<file path="config.mk">
export PLATFORM = sky130hd
export DESIGN_NAME = gpio_led
export DESIGN_NICKNAME = d
export VERILOG_FILES = /design/src/rtl/gpio_led.sv
export SDC_FILE = /design/constraint.sdc
export NUM_CORES = 1
export LEC_CHECK = 0
export CELL_PAD_IN_SITES_DETAIL_PLACEMENT = 0
export CELL_PAD_IN_SITES_GLOBAL_PLACEMENT = 1
export CORE_ASPECT_RATIO = 0.6
export CORE_MARGIN = 2
export CORE_UTILIZATION = 42
export CTS_CLUSTER_SIZE = 24
export DETAILED_ROUTE_END_ITERATION = 7
export GPL_TIMING_DRIVEN = 0
export PLACE_DENSITY_LB_ADDON = 0.1
export SLEW_MARGIN = 10
export SYNTH_ARGS = -nofsm -noshare
export SYNTH_HDL_FRONTEND = slang
export SYNTH_SLANG_ARGS = --single-unit
export TNS_END_PERCENT = 20
</file>
<file path="constraint.sdc">
create_clock -name clk -period 3 [get_ports clk]
set_input_delay 0.6 -clock clk [delete_from_list [all_inputs] [get_ports clk]]
set_output_delay 0.6 -clock clk [all_outputs]
set_load 0.03 [all_outputs]
</file>
<file path="src/rtl/gpio_led.sv">
// gpio_led: free-running waterfall pattern generator for an 8-bit LED bank.
// A prescaler divides clk down to one step tick every STEP_CYCLES clocks.
// Each tick advances a four-phase sequencer through 32 patterns:
// shift left, shift right, fill bar, alternating blink. The sequence then repeats.
//
// Ports:
//   clk    system clock, rising edge
//   rst_n  asynchronous active-low reset; led returns to 8'h01 at once
//   led    registered LED drive, active-high
module gpio_led #(
    parameter int unsigned STEP_CYCLES = 25_000_000
) (
    input  logic       clk,
    input  logic       rst_n,
    output logic [7:0] led
);

    localparam int unsigned CNT_W = (STEP_CYCLES > 1) ? $clog2(STEP_CYCLES) : 1;
    localparam logic [CNT_W-1:0] CNT_LAST = CNT_W'(STEP_CYCLES - 1);

    typedef enum logic [1:0] {
        SHIFT_L = 2'd0,
        SHIFT_R = 2'd1,
        FILL    = 2'd2,
        BLINK   = 2'd3
    } phase_t;

    logic [CNT_W-1:0] cnt;
    logic             tick;
    phase_t           phase;
    phase_t           phase_nxt;
    logic [2:0]       idx;
    logic [2:0]       idx_nxt;
    logic [7:0]       pattern;

    always_ff @(posedge clk or negedge rst_n) begin
        if (!rst_n) begin
            cnt   <= '0;
            phase <= SHIFT_L;
            idx   <= '0;
            led   <= 8'h01;
        end else begin
            cnt <= tick ? '0 : cnt + 1'b1;
            if (tick) begin
                phase <= phase_nxt;
                idx   <= idx_nxt;
                led   <= pattern;
            end
        end
    end

    // The LED register takes the pattern of the step being entered.
    // It therefore changes on the same edge where the prescaler wraps.
    always_comb begin
        tick      = (cnt == CNT_LAST);
        phase_nxt = phase;
        idx_nxt   = idx;
        pattern   = 8'h01;

        if (tick) begin
            idx_nxt = idx + 3'd1;
            if (idx == 3'd7) begin
                case (phase)
                    SHIFT_L: phase_nxt = SHIFT_R;
                    SHIFT_R: phase_nxt = FILL;
                    FILL:    phase_nxt = BLINK;
                    BLINK:   phase_nxt = SHIFT_L;
                    default: phase_nxt = SHIFT_L;
                endcase
            end
        end

        case (phase_nxt)
            SHIFT_L: pattern = 8'h01 << idx_nxt;
            SHIFT_R: pattern = 8'h80 >> idx_nxt;
            // At idx 7 the shift overflows 8 bits to zero.
            // The subtraction then wraps to 8'hFF, the full bar.
            FILL:    pattern = (8'h02 << idx_nxt) - 8'h01;
            BLINK:   pattern = idx_nxt[0] ? 8'h55 : 8'hAA;
            default: pattern = 8'h01 << idx_nxt;
        endcase
    end

endmodule

</file>
==> results by group, run 1 <==
Status
  – Status: finished, final reports clean

STA
  – Final setup TNS: 0 ps
  – Peak Freq: 363.1 MHz
  – Finish-stage setup viols: 0
  – Final Cycle Share: 91.79%
  – Pins Over Slew Limit: 0
  – Worst hold slack: 180.9 ps
  – Final Hold Viols: 0
  – Final Critical Period: 2754 ps
  – Clock Skew: 6.891 ps
  – Tightest Pin Transition: 693.6 ps
  – Slew headroom: 52.85%
  – Final setup margin: 246.2 ps

Critical path
  – Cell family with most CP delay: simple AND/OR/NAND/NOR gates
  – CP cell instances: ha_2, and3_1, nand4_1, nor2_2, clkbuf_4, mux2i_4, inv_1, nand2_1, ha_4, nor4bb_1, mux2i_1, nand3_1, o21bai_1, a31oi_1
  – Crit-path max FO: 10
  – CP Class: flop to flop
  – Critical Path RT: 3150 ps
  – Slowest cell delay on critical path: 400 ps
  – Crit path DAT: 2910 ps
  – Worst path slowest cell: dfrtp_1
  – Crit path buf inv count: 2
  – Crit. End Element: flop
  – Worst setup SP type: flop

Detailed routing
  – Wire per inst: 15.53 microns
  – Met3 WL: 282 microns
  – DRT met1 WL: 2.866 mm
  – Pre-antenna DRT Iters: 4
  – Max layer used: met4
  – Vias/cell: 5.408
  – Met2 routed WL: 1.818 mm
  – Remaining DRCs: 0
  – Final ANT Viol Nets: 0
  – Routed wire length: 4.986 mm
  – Via count: 1736
  – Initial drt markers: 95

Synth
  – Sequential cell area fraction in the yosys report: 42.95%
  – Area contributors post-synth: dfrtp_1 (42%), xor2_1 (5.9%), nor2_1 (4.4%), nand2_1 (4.1%), xnor2_1 (4.0%)
  – Synth area leader: dfrtp_1
  – Area share of the largest cell type after synthesis: 41.76%
  – Synth Area in Compound Gates: 11.00%
  – Synth Area in Simple Gates: 25.68%
  – Register bit total from synthesis: 38
  – Largest family of logic cells by synthesized area: simple AND/OR/NAND/NOR gates
  – Post-synthesis cell area: 2217 sq um
  – Number of synthesized flops with an enable pin: 0
  – Main synth FF type: dfrtp_1
  – Area share of fa/ha/maj cells after synthesis: 3.386%
  – Post-synthesis mux area share: 3.837%
  – Syn_nets: 242
  – Async S/R FF share, synth: 100.0%
  – Syn Inst Count: 234
  – Post-Syn Area per Cell: 9.475 sq um
  – XOR/XNOR Fraction of Synth Area: 9.876%
  – Post-synthesis cell type count: 50
  – YS warnings: 0

Clock tree
  – Num CTS Buffers: 5
  – CTS clock-pin slew for the worst setup and hold paths: 80 ps
  – # H-tree levels: 2
  – CTS root buf: clkbuf_8
  – Clock Sinks: 38
  – # hold bufs at CTS: 0
  – CTS Buffer Depth: 2
  – Worst skew pair latency: 290 ps
  – TritonCTS clock tree: yes

Place
  – DP Worst Slack: -419.8 ps
  – IO buf count: 9
  – Placer congestion estimate: 0.8053
  – Cell count after placement: 310
  – Cell Area, Placed: 2405 sq um
  – Detailed placer's ending HPWL: 3.574 mm

Floorplan
  – Die Width: 97.80 microns
  – Die Y: 60.28 microns
  – Core area: 5080 sq um
  – Ports: 10
  – Total die area: 5895 sq um
  – Initial Util: 43.65%
  – Std cell rows: 20

Layout
  – Layout area overhead: 16.31%
  – Fin nets: 262
  – Finished layout cell area: 2579 sq um
  – Final cell count without fillers: 321
  – Ant. Diodes: 0
  – Fill cells: 491
  – Share of cells above drive strength 1: 13.33%

Global route
  – Largest net degree at the start of global routing: 28
  – First-pass GRT wire length: 8.431 mm
  – GRT Util Overall: 18.99%
  – Initial antenna violation count: 0
  – Vias in the first global route: 1607
  – Grt ovf: 0

Power
  – P_leak: 1.179 nW
  – Pwr dens: 346.5 nW/um^2
  – Worst ir drop on vdd: 0.1648 mV

Worst hold path
  – Hold Path Class: primary input to async pin

Job
  – Max-cap violations: 0
routing by layer:
layer	GRT usage (%)	vias up
li1	-	873
met1	31.64	824
met2	23.55	37
met3	4.561	2
met4	4.167	0
met5	0	-
cell families after synthesis:
family,after synthesis
and+or+nand+nor,103
xor gates and xnor gates,25
DFF,38
adders and majority gates,6
buffers and inverters,17
muxes,8
AOI/OAI and AO/OA,37
power by group:
group	switching [W]	internal, W
combinational	0.0000103	0.00000309
sequential	0	0.000512
clock	0.000183	0.000186
path summary, 6_finish.rpt:
check / from / to / slack, ps / depth (start not counted)
max: cnt[1] / led[7] / 250 / 14
min: rst_n / cnt[0] / 180 / 1
max reg2reg: cnt[1] / led[7] / 250 / 14
min reg2reg: led[0] / led[0] / 480 / 2
max in group asynchronous: rst_n / cnt[6] / 2380 / 2
min in group clk: led[0] / led[0] / 480 / 2
timing repair:
item	CTS	global route
cloned	0	0
setup endpoints to repair	3	3
buffers inserted	1	4
gates resized for setup	5	7
pin swaps	0	2
layout make-up:
| type | instances | area [sq um] | share of cell area, % |
|---|---|---|---|
| clock inverters | 1 | 5.005 | 0.1941 |
| multi-input cells | 179 | 1232 | 47.79 |
| repair buffers | 15 | 142.6 | 5.531 |
| plain buffers | 7 | 42.54 | 1.650 |
| inverters | 8 | 35.03 | 1.359 |
| flip-flops and latches | 38 | 952.2 | 36.92 |
| well taps | 66 | 82.58 | 3.202 |
| clock buffers | 7 | 86.33 | 3.348 |
sequential cells by signal, summed over array words and instances, names as in the netlist:
| name | flops |
|---|---|
| cnt | 25 |
| phase | 2 |
| led | 8 |
| idx | 3 |
placed cells by master, fill, tap and decap left out, types with 6 or more instances in the layout:
| cell | instances |
|---|---|
| nand3_1 | 13 |
| a21oi_1 | 6 |
| xnor2_1 | 9 |
| clkdlybuf4s50_1 | 8 |
| nor2_1 | 25 |
| clkbuf_8 | 7 |
| and3_1 | 10 |
| inv_1 | 6 |
| o21ai_0 | 6 |
| nand2_1 | 24 |
| dfrtp_1 | 37 |
| xor2_1 | 15 |
cells in the mapped netlist, drive strengths merged, types with 3 or more instances:
master  count
inv         7
mux2i       7
nor3        4
dfrtp      37
o21ai      11
nand3      13
nor4b       4
buf         5
nor3b       4
nand4       6
and3       10
clkbuf      4
o211ai      5
a21oi       6
ha          6
a31oi       3
nor2       26
xor2       15
xnor2      10
nand2      24
metrics by stage:
stage          util (%)  total power [W]
2_1_floorplan         -        0.0005221
3_3_place_gp      47.04        0.0005340
3_5_place_dp      47.34        0.0005366
4_1_cts           49.43        0.0009087
5_1_grt           50.76        0.0009291
6_report          50.76        0.0008935
Power figures use the tool's default switching activity.
==> run 2: changes to the inputs <==
- CAP_MARGIN: not set -> 10
- CORE_MARGIN: 2 -> not set
- CTS_CLUSTER_DIAMETER: not set -> 150
==> run 2 against run 1 <==
Count of clock-buffer cells in the layout rose by 1; sequential share of layout area is 0.14 points lower; clock skew is 2.1 ps higher; sequential cell count stayed put; register-to-register slack about the same; critical path type unchanged.
==> results by group, run 2 (synthesis gave the netlist of run 1 again) <==
Place
  – DP Worst Slack: -453.5 ps (-33.65 ps)
  – Detailed placer's ending HPWL: 3.749 mm (+4.9%)
  – Cell count after placement: 310 (unchanged)
  – Cell Area, Placed: 2405 sq um (unchanged)
  – IO buf count: 9 (unchanged)
  – Placer congestion estimate: 0.8079 (+0.32%)

Layout
  – Final Util: 51.08% (+0.32 points)
  – Final cell count without fillers: 320 (-0.31%)
  – Fill cells: 481 (-2.0%)
  – Share of cells above drive strength 1: 13.39% (+0.052 points)
  – Most common cell after layout, fill and taps aside: dfrtp_1
  – Finished layout cell area: 2595 sq um (+0.63%)
  – Multi-input gate area: 1255 sq um (+1.8%)
  – Max reg flops: 25 (unchanged)
  – Top Registers: cnt x25, led x8, idx x3
  – Fin nets: 261 (-0.38%)
  – Layout area overhead: 17.04%
  – Flip-flop and latch area: 954.7 sq um (+0.26%)
  – Reg with most FFs: cnt
  – Ant. Diodes: 0 (unchanged)
  – Most frequent cells in the layout: dfrtp_1 (35), nor2_1 (25), nand2_1 (24)

Global route
  – GRT busiest layer: met1
  – First-pass GRT wire length: 8.666 mm (+2.8%)
  – GRT Util Overall: 21.16% (+2.2 points)
  – Initial antenna violation count: 0 (unchanged)
  – Grt ovf: 0 (unchanged)
  – Met1 usage: 34.71% (+3.1 points)
  – GR Layer Usage met3: 6.430% (+1.9 points)
  – Met2 usage: 25.51% (+2.0 points)
  – Vias in the first global route: 1633 (+1.6%)
  – Largest net degree at the start of global routing: 28 (unchanged)

Critical path
  – Crit. End Element: flop
  – CP Class: flop to flop
  – Crit path DAT: 2950 ps (+40 ps)
  – Crit-path max FO: 10 (unchanged)
  – Critical Path RT: 3210 ps (+60 ps)
  – Worst setup SP type: flop

Power
  – Worst ir drop on vdd: 0.1638 mV (-0.63%)
  – P_leak: 1.166 nW (-1.1%)
  – Pwr dens: 347.2 nW/um^2 (+0.19%)

STA
  – Finish-stage setup viols: 0 (unchanged)
  – Final Hold Viols: 0 (unchanged)
  – Pins Over Slew Limit: 0 (unchanged)
  – Clock Skew: 9.003 ps (+2.112 ps)
  – Final setup margin: 258.4 ps (+12.26 ps)
  – Tightest Pin Transition: 642.1 ps (-51.49 ps)
  – Slew headroom: 57.08% (+4.2 points)
  – RSZ-0062 raised after global routing: false
  – Final Cycle Share: 91.39% (-0.41 points)
  – Peak Freq: 364.8 MHz (+0.45%)
  – Final Critical Period: 2742 ps (-12.26 ps)
  – Worst hold slack: 179.5 ps (-1.364 ps)

Detailed routing
  – Wire per inst: 16.54 microns (+6.5%)
  – Via count: 1756 (+1.2%)
  – Final ANT Viol Nets: 0 (unchanged)
  – Vias/cell: 5.488 (+1.5%)
  – Routed wire length: 5.294 mm (+6.2%)
  – Remaining DRCs: 0 (unchanged)
  – Pre-antenna DRT Iters: 4 (unchanged)
  – Initial drt markers: 151 (+59%)

Floorplan
  – Total die area: 5583 sq um (-5.3%)
  – Initial Util: 43.65% (unchanged)
  – Die Y: 58.28 microns (-3.3%)
  – Die Width: 95.80 microns (-2.0%)
  – Core area: 5080 sq um (unchanged)
  – Std cell rows: 20 (unchanged)
  – Ports: 10 (unchanged)

Clock tree
  – Worst skew pair latency: 290 ps (about the same)
  – CTS Buffer Depth: 2 (unchanged)
  – Clock Sinks: 38 (unchanged)
  – Num CTS Buffers: 5 (unchanged)
  – CTS root buf: clkbuf_8
  – CTS clock-pin slew for the worst setup and hold paths: 80 ps (about the same)
  – # H-tree levels: 2 (unchanged)
  – TritonCTS clock tree: yes

Status
  – Status: finished, final reports clean

Worst hold path
  – Hold Path Class: primary input to async pin

Job
  – Max-cap violations: 0 (unchanged)
run 2: cell types whose count changed in the layout (fill, tap and decap cells not counted), sizes merged:
cell	before	now
clkinv	2	1
run 2: final timing paths:
| check | start | to | slack (ps) | depth (start not counted) |
|---|---|---|---|---|
| min reg2reg | led[0] | led[0] | 470 | 2 |
| max | cnt[8] | led[7] | 260 | 12 |
| max reg2reg | cnt[8] | led[7] | 260 | 12 |
| min in group clk | led[0] | led[0] | 470 | 2 |
| min | rst_n | cnt[10] | 180 | 1 |
| max in group asynchronous | rst_n | led[0] | 2300 | 2 |
run 2: metrics by stage:
step / TNS (ps) / power (W)
after CTS: 0 / 0.0009126
final: 0 / 0.0009009
after floorplan: 0 / 0.0005221
after detailed placement: -1099 / 0.0005367
after global routing: 0 / 0.0009287
after global placement: -1264 / 0.0005342
run 2: layout make-up:
| class | instances | share of cell area (%) |
|---|---|---|
| multi-input combinational | 179 | 48.36 |
| sequential | 38 | 36.79 |
| timing repair buffer | 14 | 5.207 |
| clock buffer | 8 | 3.472 |
| tap | 66 | 3.182 |
| buffer | 7 | 1.639 |
| inverter | 8 | 1.350 |
run 2: routing by layer:
metal | vias up | wire length (microns)
met5 | - | 0
met4 | 0 | 49
met3 | 5 | 289
met2 | 44 | 1954
met1 | 840 | 3000
li1 | 867 | -
run 2: worst max-delay path, cell delays in order (launching register included):
cell and delay, ps:
dfrtp_1 450, nor4b_4 330, nand4_2 190, or2_4 310, clkbuf_8 180, xnor2_1 180, nand2_1 120, ha_4 210
nor4bb_1 250, mux2i_1 110, nand3_1 80, o21bai_1 70, a31oi_1 180
run 2: where the power goes:
group / internal, W / switching [W] / total [W] / leakage [nW]
Clock: 0.000188 / 0.000188 / 0.000376 / 0.0455
Combinational: 0.00000308 / 0.0000102 / 0.0000133 / 0.610
Sequential: 0.000512 / 0 / 0.000512 / 0.511
Total: 0.000703 / 0.000198 / 0.000901 / 1.17
run 2: timing repair:
| action | in CTS | in global routing |
|---|---|---|
| setup endpoints to repair | 3 | 3 |
| cloned | 0 | 0 |
| hold buffers | 0 | 0 |
| pin swaps | 0 | 3 |
| buffers inserted | 0 | 4 |
| gates resized for setup | 6 | 13 |
==> run 3: changes to the inputs <==
- CTS_BUF_LIST: not set -> sky130_fd_sc_hd__clkbuf_4 sky130_fd_sc_hd__clkbuf_8
- DONT_BUFFER_PORTS: not set -> 1
- SKIP_CTS_REPAIR_TIMING: not set -> 1
==> run 3 against run 2 <==
Power up 0.29%; cell count shrank 2.2%; core utilization fell by 1.7 points; combinational power hardly changed; sequential power barely moved; via count decreased by 0.80%; highest routed layer unchanged.
==> results by group, run 3 (synthesis gave the netlist of run 1 again) <==
Status
  – Status: finished, final reports clean

Global route
  – Grt ovf: 0 (unchanged)
  – GRT Util Overall: 21.13% (-0.027 points)
  – First-pass GRT wire length: 8.583 mm (-0.96%)
  – Largest net degree at the start of global routing: 39 (+39%)
  – Vias in the first global route: 1613 (-1.2%)
  – Initial antenna violation count: 0 (unchanged)

Critical path
  – Slowest cell delay on critical path: 400 ps (-50 ps)
  – Crit path DAT: 3050 ps (+100 ps)
  – Critical R2R Launch: cnt[1]
  – Worst path slowest cell: dfrtp_1
  – Critical Path RT: 3220 ps (about the same)
  – Register-to-register setup slack: 170 ps (-80 ps)
  – Worst setup SP type: flop
  – RR Endpoint: led[7]
  – Crit-path max FO: 10 (unchanged)
  – CP Class: flop to flop
  – Crit. End Element: flop
  – CP cell instances: ha_2, and3_1, nand4_1, or2_4, buf_4, xnor2_2, nand2_1, ha_4, nor4bb_1, mux2i_1, nand3_1, o21bai_1, a31oi_1
  – Worst reg2reg path depth: 13 (+1)

Detailed routing
  – Wire per inst: 17.18 microns (+3.8%)
  – Final ANT Viol Nets: 0 (unchanged)
  – Pre-antenna DRT Iters: 4 (unchanged)
  – Remaining DRCs: 0 (unchanged)
  – Routed wire length: 5.376 mm (+1.5%)
  – Via count: 1742 (-0.80%)
  – Vias/cell: 5.565 (+1.4%)
  – Initial drt markers: 110 (-27%)

Clock tree
  – CTS Buffer Depth: 2 (unchanged)
  – CTS root buf: clkbuf_8
  – Worst skew pair latency: 300 ps (about the same)
  – # H-tree levels: 2 (unchanged)
  – TritonCTS clock tree: yes
  – Clock Sinks: 38 (unchanged)
  – CTS clock-pin slew for the worst setup and hold paths: 80 ps (about the same)
  – Num CTS Buffers: 5 (unchanged)

Layout
  – Multi-input gate area: 1232 sq um (-1.8%)
  – Ant. Diodes: 0 (unchanged)
  – Max reg flops: 25 (unchanged)
  – Share of cells above drive strength 1: 14.17% (+0.78 points)
  – Fin nets: 254 (-2.7%)
  – Final Util: 49.34% (-1.7 points)
  – Flip-flop and latch area: 952.2 sq um (-0.26%)
  – Most frequent cells in the layout: dfrtp_1 (37), nor2_1 (25), nand2_1 (24)
  – Top Registers: cnt x25, led x8, idx x3
  – Reg with most FFs: cnt
  – Most common cell after layout, fill and taps aside: dfrtp_1
  – Layout area overhead: 13.04%
  – Fill cells: 492 (+2.3%)

Power
  – Pwr dens: 360.5 nW/um^2 (+3.8%)
  – Tot Pwr: 0.0009035 W (+0.29%)
  – Worst ir drop on vdd: 0.1817 mV (+11%)
  – P_leak: 1.153 nW (-1.1%)

Job
  – Max-cap violations: 0 (unchanged)

Floorplan
  – Core area: 5080 sq um (unchanged)
  – Die Width: 95.80 microns (unchanged)
  – Die Y: 58.28 microns (unchanged)
  – Initial Util: 43.65% (unchanged)
  – Total die area: 5583 sq um (unchanged)
  – Std cell rows: 20 (unchanged)
  – Ports: 10 (unchanged)

Place
  – Detailed placer's ending HPWL: 3.779 mm (+0.82%)
  – IO buf count: 0 (-9)
  – Placer congestion estimate: 0.8113 (+0.42%)

STA
  – Clock Skew: 8.812 ps (-0.1914 ps)
  – Finish-stage setup viols: 0 (unchanged)
  – Final Cycle Share: 94.22% (+2.8 points)
  – Final Hold Viols: 0 (unchanged)
  – Peak Freq: 353.8 MHz (-3.0%)
  – Tightest Pin Transition: 690.9 ps (+48.79 ps)
  – RSZ-0062 raised after global routing: false
  – Slew headroom: 53.03% (-4.1 points)
  – Pins Over Slew Limit: 0 (unchanged)
  – Final Critical Period: 2826 ps (+84.90 ps)
  – Final setup TNS: 0 ps (unchanged)

Worst hold path
  – Hold Path Class: primary input to async pin
## run 3: cell types whose count changed in the layout (fill, tap and decap cells not counted), moves of 2 or more
cell	change
clkdlybuf4s50_1	-8
buf_4	+3
clkbuf_1	-2
dfrtp_1	+2
dfrtp_2	-2
## run 3: cell type report
type	count	area share, %
multi-input combinational	179	49.18
sequential	38	37.99
clock buffer	6	3.295
tap	66	3.295
timing repair buffer	7	2.896
buffer	7	1.448
inverter	8	1.398
clock inverter	2	0.4993
## run 3: how the worst max path moves through the flow
stage                       from     end  slack (ps)  depth (start not counted)
after floorplan           cnt[0]  led[7]         140                         15
after global placement    cnt[0]  led[7]        -490                         15
after detailed placement  cnt[0]  led[7]        -490                         15
after CTS                 cnt[0]  led[7]        -520                         15
after global routing      cnt[1]  led[7]          20                         13
final                     cnt[1]  led[7]         170                         13
## run 3: layer usage
metal | global-route usage, % | vias up | routed length [microns] | part of all wire, %
met5 | 0 | - | 0 | 0
met2 | 25.20 | 38 | 1942 | 36
met4 | 6.397 | 0 | 46 | 0.86
met3 | 6.037 | 5 | 285 | 5.3
met1 | 34.81 | 843 | 3101 | 58
li1 | - | 856 | - | -
## run 3: where the power goes
part	switching, W	internal (W)	total [W]	leakage [nW]
combinational	0.00000969	0.00000384	0.0000135	0.593
clock	0.000193	0.000185	0.000378	0.0472
sequential	0	0.000512	0.000512	0.513
## run 3: stage by stage
step,hold WS (ps),instances,setup slack (ps),instance area (sq um)
final,132.2,313,173.5,2506
after global routing,121.2,313,19.89,2506
after global placement,305.5,300,-491.2,2300
after detailed placement,305.6,300,-489.6,2300
after floorplan,304.4,234,137.9,2217
after CTS,-21.03,308,-518.1,2395
## run 3: critical path: cells and delay by family, from the launching register on
kind | cells | cell delay [ps]
AO/OA/AOI/OAI | 2 | 250
multiplexers | 1 | 110
XOR/XNOR | 1 | 150
flip-flops | 1 | 400
buffers and inverters | 1 | 190
adder cells (fa/ha/maj) | 2 | 450
AND/OR/NAND/NOR | 6 | 1180
